<file path="config.mk">
export PLATFORM = sky130hd
export DESIGN_NAME = inst_fetch_flat
export DESIGN_NICKNAME = d
export VERILOG_FILES = /design/src/rtl/inst_fetch_if.sv /design/src/rtl/inst_fetch.sv /design/src/flat_wrapper.sv
export SDC_FILE = /design/constraint.sdc
export NUM_CORES = 1
export LEC_CHECK = 0
export ABC_AREA = 1
export BUFFER_PORTS_ARGS = -buffer_cell sky130_fd_sc_hd__buf_2
export CAP_MARGIN = 20
export CORE_UTILIZATION = 56
export CTS_CLUSTER_DIAMETER = 40
export DETAILED_ROUTE_END_ITERATION = 12
export PLACE_DENSITY_LB_ADDON = 0.2
export SYNTH_ARGS = -nofsm -noshare
export SYNTH_HDL_FRONTEND = slang
export SYNTH_SLANG_ARGS = --single-unit
</file>
<file path="constraint.sdc">
create_clock -name clk -period 7.9 [get_ports clk]
set_input_delay 0.79 -clock clk [delete_from_list [all_inputs] [get_ports clk]]
set_output_delay 0.79 -clock clk [all_outputs]
set_load 0.05 [all_outputs]
</file>
<file path="src/rtl/inst_fetch_if.sv">
// inst_fetch_if
//   Bundles the three channels the fetch unit talks over:
//     - PC channel      : pc_i / pc_valid_i / pc_ready_o, plus the flush_i redirect
//     - memory channel  : imem_req_o / imem_addr_o / imem_gnt_i / imem_rvalid_i / imem_rdata_i
//     - decode channel  : inst_valid_o / inst_o / inst_pc_o / inst_ready_i
//   The slave modport is the fetch unit's view. The master modport is the view of
//   everything around it: the PC register, instruction memory and decode.
//   Signal suffixes follow the fetch unit's point of view in both modports.
interface inst_fetch_if;
   logic        pc_valid_i;
   logic [31:0] pc_i;
   logic        pc_ready_o;
   logic        flush_i;

   logic        imem_req_o;
   logic [31:0] imem_addr_o;
   logic        imem_gnt_i;
   logic        imem_rvalid_i;
   logic [31:0] imem_rdata_i;

   logic        inst_valid_o;
   logic [31:0] inst_o;
   logic [31:0] inst_pc_o;
   logic        inst_ready_i;

   modport slave (
      input  pc_valid_i, pc_i, flush_i,
      input  imem_gnt_i, imem_rvalid_i, imem_rdata_i,
      input  inst_ready_i,
      output pc_ready_o,
      output imem_req_o, imem_addr_o,
      output inst_valid_o, inst_o, inst_pc_o
   );

   modport master (
      output pc_valid_i, pc_i, flush_i,
      output imem_gnt_i, imem_rvalid_i, imem_rdata_i,
      output inst_ready_i,
      input  pc_ready_o,
      input  imem_req_o, imem_addr_o,
      input  inst_valid_o, inst_o, inst_pc_o
   );
endinterface

</file>
<file path="src/rtl/inst_fetch.sv">
// inst_fetch
//   Instruction fetch unit. It takes PCs from the PC register and issues word
//   reads to instruction memory over a request/grant handshake. Responses come
//   back in order, are paired with the PC that produced them, and are handed to
//   decode through a small output FIFO. A flush drops every fetch in flight:
//   reads that are already granted are remembered in a discard counter, so
//   their late data is thrown away when it returns.
//
// Ports
//   clk  : clock; all state changes on the rising edge
//   rst  : synchronous reset, active high
//   bus  : inst_fetch_if.slave (PC channel, memory channel, decode channel)
//
// Parameters
//   DEPTH : maximum fetches in flight, counting granted reads, buffered
//           instructions and reads waiting to be discarded (power of two, 2..8)
module inst_fetch #(
   parameter int DEPTH = 2
) (
   input logic         clk,
   input logic         rst,
   inst_fetch_if.slave bus
);

   localparam int PTR_W = $clog2(DEPTH);
   localparam int CNT_W = PTR_W + 1;
   localparam int SUM_W = CNT_W + 2;

   // Request register: one address waiting for a grant
   logic             req_valid;
   logic [31:0]      req_addr;

   // PC FIFO: addresses of granted reads whose data has not come back yet
   logic [31:0]      pc_fifo [DEPTH];
   logic [PTR_W-1:0] pc_wptr;
   logic [PTR_W-1:0] pc_rptr;
   logic [CNT_W-1:0] pc_cnt;

   // Output FIFO: {pc, instruction} pairs waiting for decode
   logic [31:0]      out_pc   [DEPTH];
   logic [31:0]      out_inst [DEPTH];
   logic [PTR_W-1:0] out_wptr;
   logic [PTR_W-1:0] out_rptr;
   logic [CNT_W-1:0] out_cnt;

   // Granted reads issued before a flush whose data must be dropped
   logic [CNT_W-1:0] discard;

   logic             flush;
   logic             pc_ready;
   logic             pc_accept;
   logic             grant;
   logic             resp_keep;
   logic             resp_drop;
   logic             out_nonempty;
   logic             out_pop;
   logic [SUM_W-1:0] inflight;
   logic [SUM_W-1:0] flush_discard;

   // Credit accounting and handshake decode. The request register is left out
   // of the credit count because a new PC is only taken once it is empty; the
   // read it holds joins the PC FIFO when granted. A response is never stalled
   // because the credit limit keeps room for it in the output FIFO.
   // On a flush the discard counter absorbs every granted read whose data is
   // still to come: those in the PC FIFO, one granted in this very cycle, and
   // older discards, minus the one response consumed this cycle.
   always_comb begin
      flush         = bus.flush_i;
      inflight      = SUM_W'(pc_cnt) + SUM_W'(out_cnt) + SUM_W'(discard);
      pc_ready      = !rst && !req_valid && (inflight < SUM_W'(DEPTH)) && !flush;
      pc_accept     = bus.pc_valid_i && pc_ready;
      grant         = req_valid && bus.imem_gnt_i;
      resp_drop     = bus.imem_rvalid_i && (discard != '0);
      resp_keep     = bus.imem_rvalid_i && (discard == '0);
      out_nonempty  = (out_cnt != '0);
      out_pop       = out_nonempty && bus.inst_ready_i;
      flush_discard = SUM_W'(pc_cnt) + SUM_W'(grant) + SUM_W'(discard)
                    - SUM_W'(bus.imem_rvalid_i);
   end

   // Request register. Accept and grant never coincide because a PC is only
   // taken while the register is empty. A flush drops an ungranted request;
   // the stale address is kept since it is only visible with req low.
   always_ff @(posedge clk) begin
      if (rst) begin
         req_valid <= 1'b0;
         req_addr  <= '0;
      end else if (flush) begin
         req_valid <= 1'b0;
      end else if (pc_accept) begin
         req_valid <= 1'b1;
         req_addr  <= bus.pc_i;
      end else if (grant) begin
         req_valid <= 1'b0;
      end
   end

   // PC FIFO storage. A read granted in a flush cycle goes to the discard
   // counter instead, so nothing is written then.
   always_ff @(posedge clk) begin
      if (grant && !flush && !rst) begin
         pc_fifo[pc_wptr] <= req_addr;
      end
   end

   // PC FIFO pointers and occupancy. Pointers wrap naturally since DEPTH is a
   // power of two.
   always_ff @(posedge clk) begin
      if (rst || flush) begin
         pc_wptr <= '0;
         pc_rptr <= '0;
         pc_cnt  <= '0;
      end else begin
         if (grant) begin
            pc_wptr <= pc_wptr + 1'b1;
         end
         if (resp_keep) begin
            pc_rptr <= pc_rptr + 1'b1;
         end
         pc_cnt <= pc_cnt + CNT_W'(grant) - CNT_W'(resp_keep);
      end
   end

   // Output FIFO storage: a kept response is paired with the oldest granted PC.
   always_ff @(posedge clk) begin
      if (resp_keep && !flush && !rst) begin
         out_pc[out_wptr]   <= pc_fifo[pc_rptr];
         out_inst[out_wptr] <= bus.imem_rdata_i;
      end
   end

   // Output FIFO pointers and occupancy. A flush empties it regardless of a
   // same-cycle pop by decode.
   always_ff @(posedge clk) begin
      if (rst || flush) begin
         out_wptr <= '0;
         out_rptr <= '0;
         out_cnt  <= '0;
      end else begin
         if (resp_keep) begin
            out_wptr <= out_wptr + 1'b1;
         end
         if (out_pop) begin
            out_rptr <= out_rptr + 1'b1;
         end
         out_cnt <= out_cnt + CNT_W'(resp_keep) - CNT_W'(out_pop);
      end
   end

   // Discard counter: loaded on a flush, then counts down one per dropped
   // response. Older discards always drain before any post-flush read returns
   // because memory answers in order.
   always_ff @(posedge clk) begin
      if (rst) begin
         discard <= '0;
      end else if (flush) begin
         discard <= CNT_W'(flush_discard);
      end else if (resp_drop) begin
         discard <= discard - 1'b1;
      end
   end

   // Outputs. The instruction and PC read as zero whenever the FIFO is empty,
   // so decode never sees leftover contents.
   assign bus.pc_ready_o   = pc_ready;
   assign bus.imem_req_o   = req_valid;
   assign bus.imem_addr_o  = {req_addr[31:2], 2'b00};
   assign bus.inst_valid_o = out_nonempty;
   assign bus.inst_o       = out_nonempty ? out_inst[out_rptr] : '0;
   assign bus.inst_pc_o    = out_nonempty ? out_pc[out_rptr]   : '0;

   // A response with nothing outstanding means the memory broke the protocol.
   resp_has_owner: assert property (@(posedge clk) disable iff (rst)
      bus.imem_rvalid_i |-> ((pc_cnt != '0) || (discard != '0)));

endmodule

</file>
<file path="src/flat_wrapper.sv">
// flat-port wrapper written by rule: the top's interface ports become plain ports
module inst_fetch_flat 
#(
   parameter int DEPTH = 2
)
  (clk, rst, bus_pc_valid_i, bus_pc_i, bus_flush_i, bus_imem_gnt_i, bus_imem_rvalid_i, bus_imem_rdata_i, bus_inst_ready_i, bus_pc_ready_o, bus_imem_req_o, bus_imem_addr_o, bus_inst_valid_o, bus_inst_o, bus_inst_pc_o);
  inst_fetch_if bus_i ();
  input logic clk;
  input logic rst;
  input wire logic [$bits(bus_i.pc_valid_i)-1:0] bus_pc_valid_i;
  input wire logic [$bits(bus_i.pc_i)-1:0] bus_pc_i;
  input wire logic [$bits(bus_i.flush_i)-1:0] bus_flush_i;
  input wire logic [$bits(bus_i.imem_gnt_i)-1:0] bus_imem_gnt_i;
  input wire logic [$bits(bus_i.imem_rvalid_i)-1:0] bus_imem_rvalid_i;
  input wire logic [$bits(bus_i.imem_rdata_i)-1:0] bus_imem_rdata_i;
  input wire logic [$bits(bus_i.inst_ready_i)-1:0] bus_inst_ready_i;
  output wire logic [$bits(bus_i.pc_ready_o)-1:0] bus_pc_ready_o;
  output wire logic [$bits(bus_i.imem_req_o)-1:0] bus_imem_req_o;
  output wire logic [$bits(bus_i.imem_addr_o)-1:0] bus_imem_addr_o;
  output wire logic [$bits(bus_i.inst_valid_o)-1:0] bus_inst_valid_o;
  output wire logic [$bits(bus_i.inst_o)-1:0] bus_inst_o;
  output wire logic [$bits(bus_i.inst_pc_o)-1:0] bus_inst_pc_o;
  assign bus_i.pc_valid_i = bus_pc_valid_i;
  assign bus_i.pc_i = bus_pc_i;
  assign bus_i.flush_i = bus_flush_i;
  assign bus_i.imem_gnt_i = bus_imem_gnt_i;
  assign bus_i.imem_rvalid_i = bus_imem_rvalid_i;
  assign bus_i.imem_rdata_i = bus_imem_rdata_i;
  assign bus_i.inst_ready_i = bus_inst_ready_i;
  assign bus_pc_ready_o = bus_i.pc_ready_o;
  assign bus_imem_req_o = bus_i.imem_req_o;
  assign bus_imem_addr_o = bus_i.imem_addr_o;
  assign bus_inst_valid_o = bus_i.inst_valid_o;
  assign bus_inst_o = bus_i.inst_o;
  assign bus_inst_pc_o = bus_i.inst_pc_o;
  inst_fetch #(.DEPTH(DEPTH)) u_core (.clk(clk), .rst(rst), .bus(bus_i));
endmodule
</file>
== Word level (Yosys, flattened, before mapping) ==
Memories as Yosys holds them, arrays and structs flattened. A register that Yosys moved wholly into a read port is not among the register bits.
Cells that the tools add are included.
Word-level totals
  bits in registers: 43
  RAM bits: 192
  bits of input ports: 71
  output and inout port bits: 99
  memories: 3
Memories
  u_core.out_inst: words 2, bits a word 32, rd ports 1, clocked after memory_dff 1, wr ports 1, line inst_fetch.sv:41  | logic [31:0] out_inst [DEPTH];
  u_core.out_pc: words 2, bits a word 32, rd ports 1, clocked after memory_dff 1, wr ports 1, line inst_fetch.sv:40  | logic [31:0] out_pc [DEPTH];
  u_core.pc_fifo: words 2, bits a word 32, rd ports 1, clocked after memory_dff 1, wr ports 1, line inst_fetch.sv:34  | logic [31:0] pc_fifo [DEPTH];
Cells by class
  $add $sub $neg: 14
  $lt $le $gt $ge: 1
  multiplexer cells: 16
  bitwise gates (word level): 1
  reductions and logical operators: 23
Operator list (count)
  $mux 32: 2
  $logic_and 1x1->1: 12
  $mux 1: 12
  $reduce_bool 2->1: 4
  $add 2x1->2: 3
  $sub 2x1->2: 3
  $add 1x1->1 const B: 4
  $add 4x2->4: 1
  $lt 4x2->1 const B: 1
  $mux 2: 2
  $add 2x2->3: 1
  $logic_not 1->1: 3
  $add 2x2->2: 1
  $logic_not 2->1: 1
  $reduce_and 2->1: 1
  $reduce_or 2->1: 1
  $sub 2x1->2 const B: 1
  $logic_or 1x1->1: 1
  $not 1->1: 1

== Longest topological paths before layout ==
Gate-level depths: netlist of run 1.
  depth after elaboration: 7
  mapped depth: 13
  mapped depth without buffers: 12

== Worst setup path after synthesis of run 1 ==
No wires, ideal clock.
  path type: input to register
  start point: in bus_flush_i
  end point: mem u_core.out_inst[1][0], enable pin
  library setup time: 565 ps
  arrival time: 5321 ps
  required time: 7335 ps
  slack: 2014 ps
  stages on the path: 3
  path buffers: 0
  cells stage by stage: nor2_4 -> inv_1 -> nor3_1
Between the ends
  longest elaborated chain between the ends: 5
Ends and longest elaborated chain
  from (decl): line flat_wrapper.sv:12  | input wire logic [$bits(bus_i.flush_i)-1:0] bus_flush_i;
  $logic_not 1->1: line inst_fetch.sv:126  | if (resp_keep && !flush && !rst) begin
  $logic_and 1x1->1 (2 in a row): line inst_fetch.sv:126
  $mux 1: line inst_fetch.sv:126
  $mux 1 (implied by the code): line inst_fetch.sv:128  | out_inst[out_wptr] <= bus.imem_rdata_i;
  to (decl): line inst_fetch.sv:41
Every way passes these cells.

== Final worst setup path of run 1 ==
  start point: reg u_core.out_cnt[0]
  end point: out bus_pc_ready_o
Between the ends
  longest elaborated chain between the ends: 5
Ends and longest elaborated chain
  from (decl): line inst_fetch.sv:44  | logic [CNT_W-1:0] out_cnt;
  from (signal assigned): line inst_fetch.sv:146  | out_cnt <= out_cnt + CNT_W'(resp_keep) - CNT_W'(out_pop);
  $add 2x2->3: line inst_fetch.sv:69  | inflight = SUM_W'(pc_cnt) + SUM_W'(out_cnt) + SUM_W'(discard);
  $add 4x2->4: line inst_fetch.sv:69
  $lt 4x2->1: line inst_fetch.sv:70  | pc_ready = !rst && !req_valid && (inflight < SUM_W'(DEPTH)) && !flush;
  $logic_and 1x1->1 (2 in a row): line inst_fetch.sv:70
  to (decl): line flat_wrapper.sv:17  | output wire logic [$bits(bus_i.pc_ready_o)-1:0] bus_pc_ready_o;
Every way passes these cells.

==> results of run 1 <==
## final cells by class
class                           instances  area [sq um]
Clock buffer                           30           729
Clock inverter                         24           260
Fill cell                            1223          5220
Inverter                              119           447
Multi-Input combinational cell        424          2240
Sequential cell                       237          6670
Tap cell                              220           275
Timing Repair Buffer                  175           916
## power by group through the flow
stage               Clock [W]  Combinational, W  Sequential (W)
floorplan                   0          0.000289         0.00142
finish                0.00132          0.000356         0.00141
detailed placement          0          0.000354         0.00143
global route          0.00140          0.000387         0.00141
global placement            0          0.000351         0.00143
CTS                   0.00134          0.000357         0.00141
## cell usage after synthesis
master and instances:
clkinv_1 1, conb_1 1, buf_6 3, nand3_1 4, fa_1 3, edfxtp_1 192, mux2_2 30, nor2_1 43
buf_1 11, or2_2 2, nand2_1 209, inv_2 1, nor3_1 2, mux2_1 2, nor2_4 2, buf_4 32
nand3_4 1, xor2_1 4, buf_2 10, and2_1 1, inv_1 117, a21oi_1 72, clkbuf_1 17, xnor2_1 4
dfxtp_1 45, ha_1 8, o21ai_0 3, nand4_1 32
## kinds of logic after synthesis
logic type,after synthesis,share of synthesized area (%)
xor+xnor,8,0.719
simple gates,296,12.7
other cells,1,0.0385
flops,237,68.4
fa+ha+maj,11,1.64
mux,32,3.70
compound gates,75,3.85
buf+inv,192,8.99
## worst reg2reg max path, delay by kind of cell (launching register included)
family / cells / cell delay (ns)
and+or+nand+nor: 6 / 1.68
adders and majority gates: 3 / 1.23
buffers and inverters: 3 / 0.15
DFF: 1 / 0.35
## through the flow
| stage | utilization [%] | total power, W | area [sq um] | hold WS, ns | worst slack [ns] |
|---|---|---|---|---|---|
| after CTS | 68.7 | 0.00311 | 11500 | 0.430 | 3.55 |
| after global placement | 62.8 | 0.00178 | 10500 | 0.431 | 4.19 |
| final | 68.8 | 0.00308 | 11500 | 0.448 | 3.62 |
| after global routing | 68.8 | 0.00319 | 11500 | 0.426 | 3.32 |
| after floorplan | - | 0.00171 | 9750 | 0.425 | 2.01 |
| after detailed placement | 62.8 | 0.00179 | 10500 | 0.440 | 4.10 |
## sequential cells by signal (all words and copies together) (netlist names), named ones only
register,flops
u_core.bus.imem_req_o,1
u_core.discard,2
u_core.out_cnt,2
u_core.out_inst,64
u_core.out_pc,64
u_core.out_rptr,1
u_core.out_wptr,1
u_core.pc_cnt,2
u_core.pc_fifo,64
u_core.pc_rptr,1
u_core.pc_wptr,1
u_core.req_addr,32
## routing by layer
metal	track usage (%)	share of wire, %	routed length [microns]
met5	0	0	0
met4	5.74	1.2	224
met3	3.67	7.3	1340
met2	37.5	51	9350
met1	24.8	41	7490
## cells in the final DEF, fill, tap and decap left out, types with 5 or more instances in the layout
cell type	count
nand4_1	32
nor2_4	5
ha_1	8
mux2_2	30
nand2_1	209
buf_2	167
inv_1	117
clkinv_2	8
clkbuf_16	29
buf_4	7
dfxtp_1	43
a21oi_1	72
nor2_1	40
edfxtp_1	192
## how the worst max path moves through the flow
stage / start / to / cells past startpoint
after floorplan: bus_flush_i / u_core.out_inst[1][0] / 3
after global placement: u_core.out_cnt[0] / bus_pc_ready_o / 10
after detailed placement: u_core.out_cnt[0] / bus_pc_ready_o / 10
after CTS: u_core.out_cnt[0] / bus_pc_ready_o / 10
after global routing: u_core.out_cnt[0] / bus_pc_ready_o / 10
final: u_core.out_cnt[0] / bus_pc_ready_o / 10
==> impl_metrics.yaml, run 1 <==
min_path:
  min_to: "u_core.out_inst[0][22]"
  worstHoldStart: "bus_imem_rdata_i[22]"
  min_path_type: "in -> reg"
  hold_depth: 1
yosys:
  yosysWarnings: 0
  ys_ff_latch: 237
  ys_seq_area_share_pct: 68.4
  synth_top_cell_by_area: "edfxtp_1"
  synthCells: 852
  syn_area_sq_um: 9750
  netlist_top_cells_area: "edfxtp_1 (59%), dfxtp_1 (9.2%), nand2_1 (8.0%), inv_1 (4.5%), a21oi_1 (3.7%)"
  syn_area_per_cell_sq_um: 11.4
  synth_top_area_share_pct: 59.2
  synth_cell_types: 28
clocking:
  insertion_delay_ns: 0.53
  clkTransAtPathRegs_ns: 0.06
  clkSinkCount: 237
  cts_root_buf: "clkbuf_16"
  clockBufferDepth: 3
  post-cts-setup-buffer-count: 0
  cts_tree: "built"
  hold_buffers: 0
  cts_max_level: 1
  ctsResizeCount: 0
  cts_buffers: 29
pwr:
  share_comb_of_total_power_pct: 11.6
  power.switching_w: 0.000796
  pwr-share-clk_pct: 42.8
  share_seq_of_total_power_pct: 45.6
  ir_drop_mv: 0.200
  leakage_nw: 4.91
  powerDensity_nw_per_um2: 267
  power.share.switching_pct: 25.8
  p_int_w: 0.00229
timing:
  period_share_pct: 54.1
  finalHoldViolations: 0
  rsz0062_at_grt: "false"
  slew_violations: 0
  tightest_slew_ns: 1.01
  slew_headroom_pct: 32.4
  maxClockFrequency_mhz: 234
  finalClockSkew_ns: 0.0100
  finalCriticalPeriod_ns: 4.28
  setup_tns_ns: 0
  setup_viol: 0
worst_setup_path:
  crit_chain: "ha_1 -> fa_1 -> inv_1 -> fa_1 -> inv_1 -> nor2_1 -> nand2_1 -> nor2_4 -> and2_1 -> buf_2"
  crit_buf_inv: 3
  cp_max_fo: 34
  regToRegSetupSlack_ns: 4.41
  end_kind: "output pin"
  critical_path_class: "reg -> out"
  start_kind: "flip-flop"
  regToRegEndpoint: "u_core.req_addr[30]"
  r2r_start: "u_core.out_cnt[0]"
  crit_family: "adder cells"
  slowest_stage: "nor2_4"
  cpPeakStageDelay_ns: 0.62
  r2r_cells: 12
  critPathRequiredTime_ns: 7.11
  crit_arrival_ns: 3.49
finish:
  drive_gt1_share_pct: 26.7
  fin_cells: 1229
  syn2layout_area_growth_pct: 18.4
  n_antenna_cell: 0
  fin_nets: 1068
route:
  viasPerCell: 4.91
  wl_mm: 18.4
  ant_nets: 0
  first_iter_violations: 291
  vias: 6032
  drt-wirelength-per-cell_microns: 15.0
  drc: 0
  drt_first_pass_iters: 5
grt:
  overflow: 0
  grt_max_degree: 67
  grt_pass1_vias: 5796
  antenna_found_initial: 0
  grt.total_usage_pct: 20.5
  grt_pass1_wl_mm: 28.6
floorplan:
  initial_core_util_pct: 58.2
  io_pins: 170
  dieArea_sq_um: 17900
  fp-row-count: 47
  die_y_microns: 134
  die_x_microns: 134
  core-area_sq_um: 16800
run_status:
  run_status: "finished, final reports clean"
flow_run:
  cap_violations: 0
placement:
  portBuffers: 167
  placed_cells: 1174
  hpwl_mm: 10.6
  gp_congestion: 0.753
(Power assumes the default switching activity.)
==> inputs of run 2 (changes only) <==
==> constraint.sdc (replaced) <==
create_clock -name clk -period 4.5 [get_ports clk]
set_input_delay 0.45 -clock clk [delete_from_list [all_inputs] [get_ports clk]]
set_output_delay 0.45 -clock clk [all_outputs]
set_load 0.05 [all_outputs]
==> run 2 against run 1 <==
Flip-flop and latch count unchanged. Routed wire length up 2.4%. Core utilization rose by 0.36 points. Register-to-register slack lost 2.7 ns. Final cell count rose by 0.33%. Largest power group unchanged. Global-route usage up 0.85 points. First-iteration DRC count increased by 2.1%. Cell area increased by 0.52%. Hold slack got worse by 0.35 ns. Largest cell class unchanged. Count of clock-buffer cells in the layout is 6 higher. Via count up 1.7%. Critical endpoint unchanged.
==> impl_metrics.yaml, run 2 (synthesis gave the netlist of run 1 again) <==
timing:
  slew_headroom_pct: 28.5
  setup_tns_ns: 0
  maxClockFrequency_mhz: 291
  slew_violations: 0
  finalClockSkew_ns: 0.00907
  setup_slack_ns: 1.07
  rsz0062_at_grt: "false"
  finalCriticalPeriod_ns: 3.43
  period_share_pct: 76.3
  finalHoldViolations: 0
  setup_viol: 0
  tightest_slew_ns: 1.07
finish:
  final_cell_mix: "nand2_1 (209), edfxtp_1 (192), buf_2 (167)"
  multi_input_area_sq_um: 2250
  final_common_cell: "nand2_1"
  seq_area_sq_um: 6670
  fillers: 1248
  syn2layout_area_growth_pct: 19.0
  fin_cells: 1233
  n_antenna_cell: 0
  top_regs: "u_core.out_inst: 64 flops, u_core.out_pc: 64 flops, u_core.pc_fifo: 64 flops"
  final_core_util_pct: 69.2
  drive_gt1_share_pct: 27.0
  fin_nets: 1071
floorplan:
  die_x_microns: 134
  dieArea_sq_um: 17900
  initial_core_util_pct: 58.2
  io_pins: 170
  fp-row-count: 47
  die_y_microns: 134
  core-area_sq_um: 16800
grt:
  grt.total_usage_pct: 21.4
  grt_pass1_wl_mm: 29.8
  grt_pass1_vias: 5865
  overflow: 0
  antenna_found_initial: 0
  grt_max_degree: 66
pwr:
  powerDensity_nw_per_um2: 475
  power.total_w: 0.00550
  leakage_nw: 4.95
  ir_drop_mv: 0.259
route:
  drt-wirelength-per-cell_microns: 15.3
  drt_first_pass_iters: 5
  first_iter_violations: 297
  vias: 6132
  viasPerCell: 4.97
  wl_mm: 18.8
  drc: 0
  ant_nets: 0
flow_run:
  cap_violations: 0
clocking:
  cts_tree: "built"
  clkSinkCount: 237
  cts_max_level: 1
  cts_buffers: 30
  clockBufferDepth: 3
  post-cts-setup-buffer-count: 0
  insertion_delay_ns: 0.53
  hold_buffers: 0
  clkTransAtPathRegs_ns: 0.06
  ctsResizeCount: 0
  cts_root_buf: "clkbuf_16"
placement:
  preCtsSetupSlack_ns: 1.60
  gp_congestion: 0.790
  hpwl_mm: 11.3
  placed_cells: 1177
  portBuffers: 167
worst_setup_path:
  crit_arrival_ns: 2.98
  critPathRequiredTime_ns: 4.05
  r2r_start: "u_core.out_cnt[0]"
  start_kind: "flip-flop"
  crit_path_start: "u_core.out_cnt[0]"
  critical_path_class: "reg -> out"
  cp_max_fo: 11
  regToRegSetupSlack_ns: 1.68
  end_kind: "output pin"
run_status:
  run_status: "finished, final reports clean"
min_path:
  min_path_type: "in -> reg"
  worstHoldStart: "bus_imem_rdata_i[27]"
-- run 2: cell types whose count changed in the layout (fill, tap and decap cells not counted), sizes merged --
cell and delta:
clkbuf +6, clkinvlp +1, inv -2, bufinv -2, buf +2, clkinv -1
-- run 2: through the flow --
step | hold WS (ns) | instance area, sq um
6_report | 0.103 | 11600
5_1_grt | 0.0859 | 11600
4_1_cts | 0.0875 | 11600
3_5_place_dp | 0.441 | 10500
3_3_place_gp | 0.432 | 10500
2_1_floorplan | 0.425 | 9760
-- run 2: final cells by class --
class	instances	share of cell area [%]
Sequential cell	237	57.5
Multi-Input combinational cell	424	19.4
Timing Repair Buffer	177	7.85
Clock buffer	36	7.39
Inverter	119	3.85
Tap cell	220	2.37
Clock inverter	20	1.65
-- run 2: worst paths after layout --
kind	depth (start not counted)	endpoint
min	1	u_core.out_inst[1][27]
max	10	bus_pc_ready_o
max reg2reg	12	u_core.req_addr[2]
min reg2reg	1	flip-flop
-- run 2: layer usage --
| metal | vias up | routed length, microns | GRT usage [%] |
|---|---|---|---|
| li1 | 3061 | - | - |
| met1 | 2834 | 8210 | 28.2 |
| met2 | 206 | 9180 | 36.6 |
| met3 | 31 | 1150 | 3.25 |
| met4 | 0 | 292 | 6.82 |
| met5 | - | 0 | 0 |
-- run 2: critical path, stage by stage (launching register included) --
cell,delay (ns)
dfxtp_1,0.34
ha_1,0.21
fa_1,0.50
inv_1,0.06
fa_1,0.49
inv_1,0.04
nor2_1,0.07
nand2_1,0.09
nor2_4,0.22
and2_1,0.17
buf_2,0.25
-- run 2: power by group --
part	internal [W]	total, W	switching, W
registers	0.00243	0.00247	0.0000464
logic	0.000161	0.000625	0.000464
clock network	0.00149	0.00241	0.000918
==> inputs of run 3 (changes only) <==
==> constraint.sdc (replaced) <==
create_clock -name clk -period 3.4 [get_ports clk]
set_input_delay 0.34 -clock clk [delete_from_list [all_inputs] [get_ports clk]]
set_output_delay 0.34 -clock clk [all_outputs]
set_load 0.05 [all_outputs]
==> run 3 against run 2 <==
Hold slack lost 0.013 ns. Count of clock-buffer cells in the layout shrank 2. Routed wire length shrank 1.1%. Clock skew is essentially flat. Via count grew 1.7%. Non-clock buffer count grew 37.
==> impl_metrics.yaml, run 3 (synthesis gave the netlist of run 1 again) <==
run_status:
  run_status: "finished, final reports clean"
floorplan:
  die_y_microns: 134
  io_pins: 170
  initial_core_util_pct: 58.2
  core-area_sq_um: 16800
  die_x_microns: 134
  dieArea_sq_um: 17900
  fp-row-count: 47
worst_setup_path:
  critPathRequiredTime_ns: 3.06
  end_kind: "output pin"
  start_kind: "flip-flop"
  critical_path_class: "reg -> out"
  crit_arrival_ns: 2.91
  cp_max_fo: 14
grt:
  overflow: 0
  met1_usage_pct: 24.3
  grt_pass1_vias: 5958
  busiest_layer: "met2"
  antenna_found_initial: 4
  grt_max_degree: 65
  grt_pass1_wl_mm: 29.0
  grt_use_met3_pct: 5.14
  use_met2_pct: 37.0
  grt.total_usage_pct: 20.6
placement:
  portBuffers: 167
  placed_cells: 1181
  hpwl_mm: 11.2
  gp_congestion: 0.799
timing:
  finalCriticalPeriod_ns: 3.25
  finalHoldViolations: 0
  rsz0062_at_grt: "false"
  finalClockSkew_ns: 0.00865
  setup_tns_ns: 0
  period_share_pct: 95.7
  setup_viol: 0
  tightest_slew_ns: 0.831
  slew_violations: 0
  slew_headroom_pct: 44.6
  timing.hold.ws_ns: 0.0893
  maxClockFrequency_mhz: 307
clocking:
  clkSinkCount: 237
  clockBufferDepth: 3
  cts_tree: "built"
  cts_root_buf: "clkbuf_16"
  clkTransAtPathRegs_ns: 0.05
  cts_max_level: 1
  post-cts-setup-buffer-count: 0
  cts_buffers: 31
  insertion_delay_ns: 0.53
pwr:
  ir_drop_mv: 0.358
  power.total_w: 0.00727
  powerDensity_nw_per_um2: 607
  leakage_nw: 5.11
finish:
  multi_input_area_sq_um: 2250
  fillers: 1209
  drive_gt1_share_pct: 26.3
  fin_nets: 1109
  top_regs: "u_core.out_inst: 64 flops, u_core.out_pc: 64 flops, u_core.pc_fifo: 64 flops"
  seq_area_sq_um: 6670
  final_common_cell: "nand2_1"
  fin_cells: 1272
  final_cell_mix: "nand2_1 (209), edfxtp_1 (192), buf_2 (166)"
  syn2layout_area_growth_pct: 22.9
route:
  vias: 6235
  viasPerCell: 4.90
  drc: 0
  drt-wirelength-per-cell_microns: 14.6
  ant_nets: 0
  drt_first_pass_iters: 5
  first_iter_violations: 229
  wl_mm: 18.6
flow_run:
  cap_violations: 0
min_path:
  min_path_type: "in -> reg"
-- run 3: cell count changes in the layout (fill, tap and decap cells not counted), sizes merged --
cell | previous run | this run
buf | 177 | 181
bufinv | 2 | 3
clkbuf | 36 | 35
clkinv | 11 | 10
clkinvlp | 3 | 4
diode | 0 | 3
dlygate4sd3 | 0 | 32
-- run 3: path summary, 6_finish.rpt --
kind,start,to,slack [ns],cells past startpoint
worst max-delay path,u_core.out_cnt[0],bus_pc_ready_o,0.15,10
worst min-delay path,bus_imem_gnt_i,u_core.bus.imem_req_o,0.09,4
worst max register to register,u_core.out_cnt[0],u_core.req_addr[29],0.51,13
worst min register to register,u_core.req_addr[0],u_core.pc_fifo[0][0],0.46,0
-- run 3: layout make-up --
| type | instances | share of cell area (%) |
|---|---|---|
| Antenna cell | 3 | 0.0627 |
| Tap cell | 220 | 2.30 |
| Inverter | 119 | 3.73 |
| Timing Repair Buffer | 214 | 10.9 |
| Clock buffer | 34 | 6.65 |
| Sequential cell | 237 | 55.7 |
| Multi-Input combinational cell | 424 | 18.8 |
| Clock inverter | 21 | 1.88 |
-- run 3: power by group --
part,switching [W],internal (W),leakage [nW]
Combinational,0.000622,0.000244,2.50
Clock,0.00119,0.00194,0.493
Sequential,0.0000569,0.00321,2.12
-- run 3: critical path, cell delays in order, from the launching register on --
cell and delay (ns):
dfxtp_1 0.34, ha_1 0.22, fa_1 0.51, inv_1 0.06
fa_1 0.40, nor2_1 0.10, nand2_1 0.06, nand2_1 0.08
buf_4 0.21, and2_1 0.17, clkbuf_4 0.23
-- run 3: per-stage QoR --
step                utilization [%]  setup WS (ns)  cell area [sq um]
floorplan                         -          0.393               9770
global placement               63.2          0.590              10600
detailed placement             63.2          0.500              10600
CTS                            71.2         0.0896              11900
global route                   71.4        0.00984              12000
finish                         71.5          0.147              12000
-- run 3: layer usage --
| layer | wire, microns | part of all wire (%) |
|---|---|---|
| met1 | 7380 | 40 |
| met2 | 9470 | 51 |
| met3 | 1450 | 7.8 |
| met4 | 317 | 1.7 |
| met5 | 8 | 0.043 |
-- run 3: what timing repair did --
| item | CTS | global route |
|---|---|---|
| endpoints found under the setup margin | 0 | 1 |
| resized for setup | 0 | 1 |
| hold endpoints to repair | 64 | 0 |
| hold buffers | 32 | 0 |
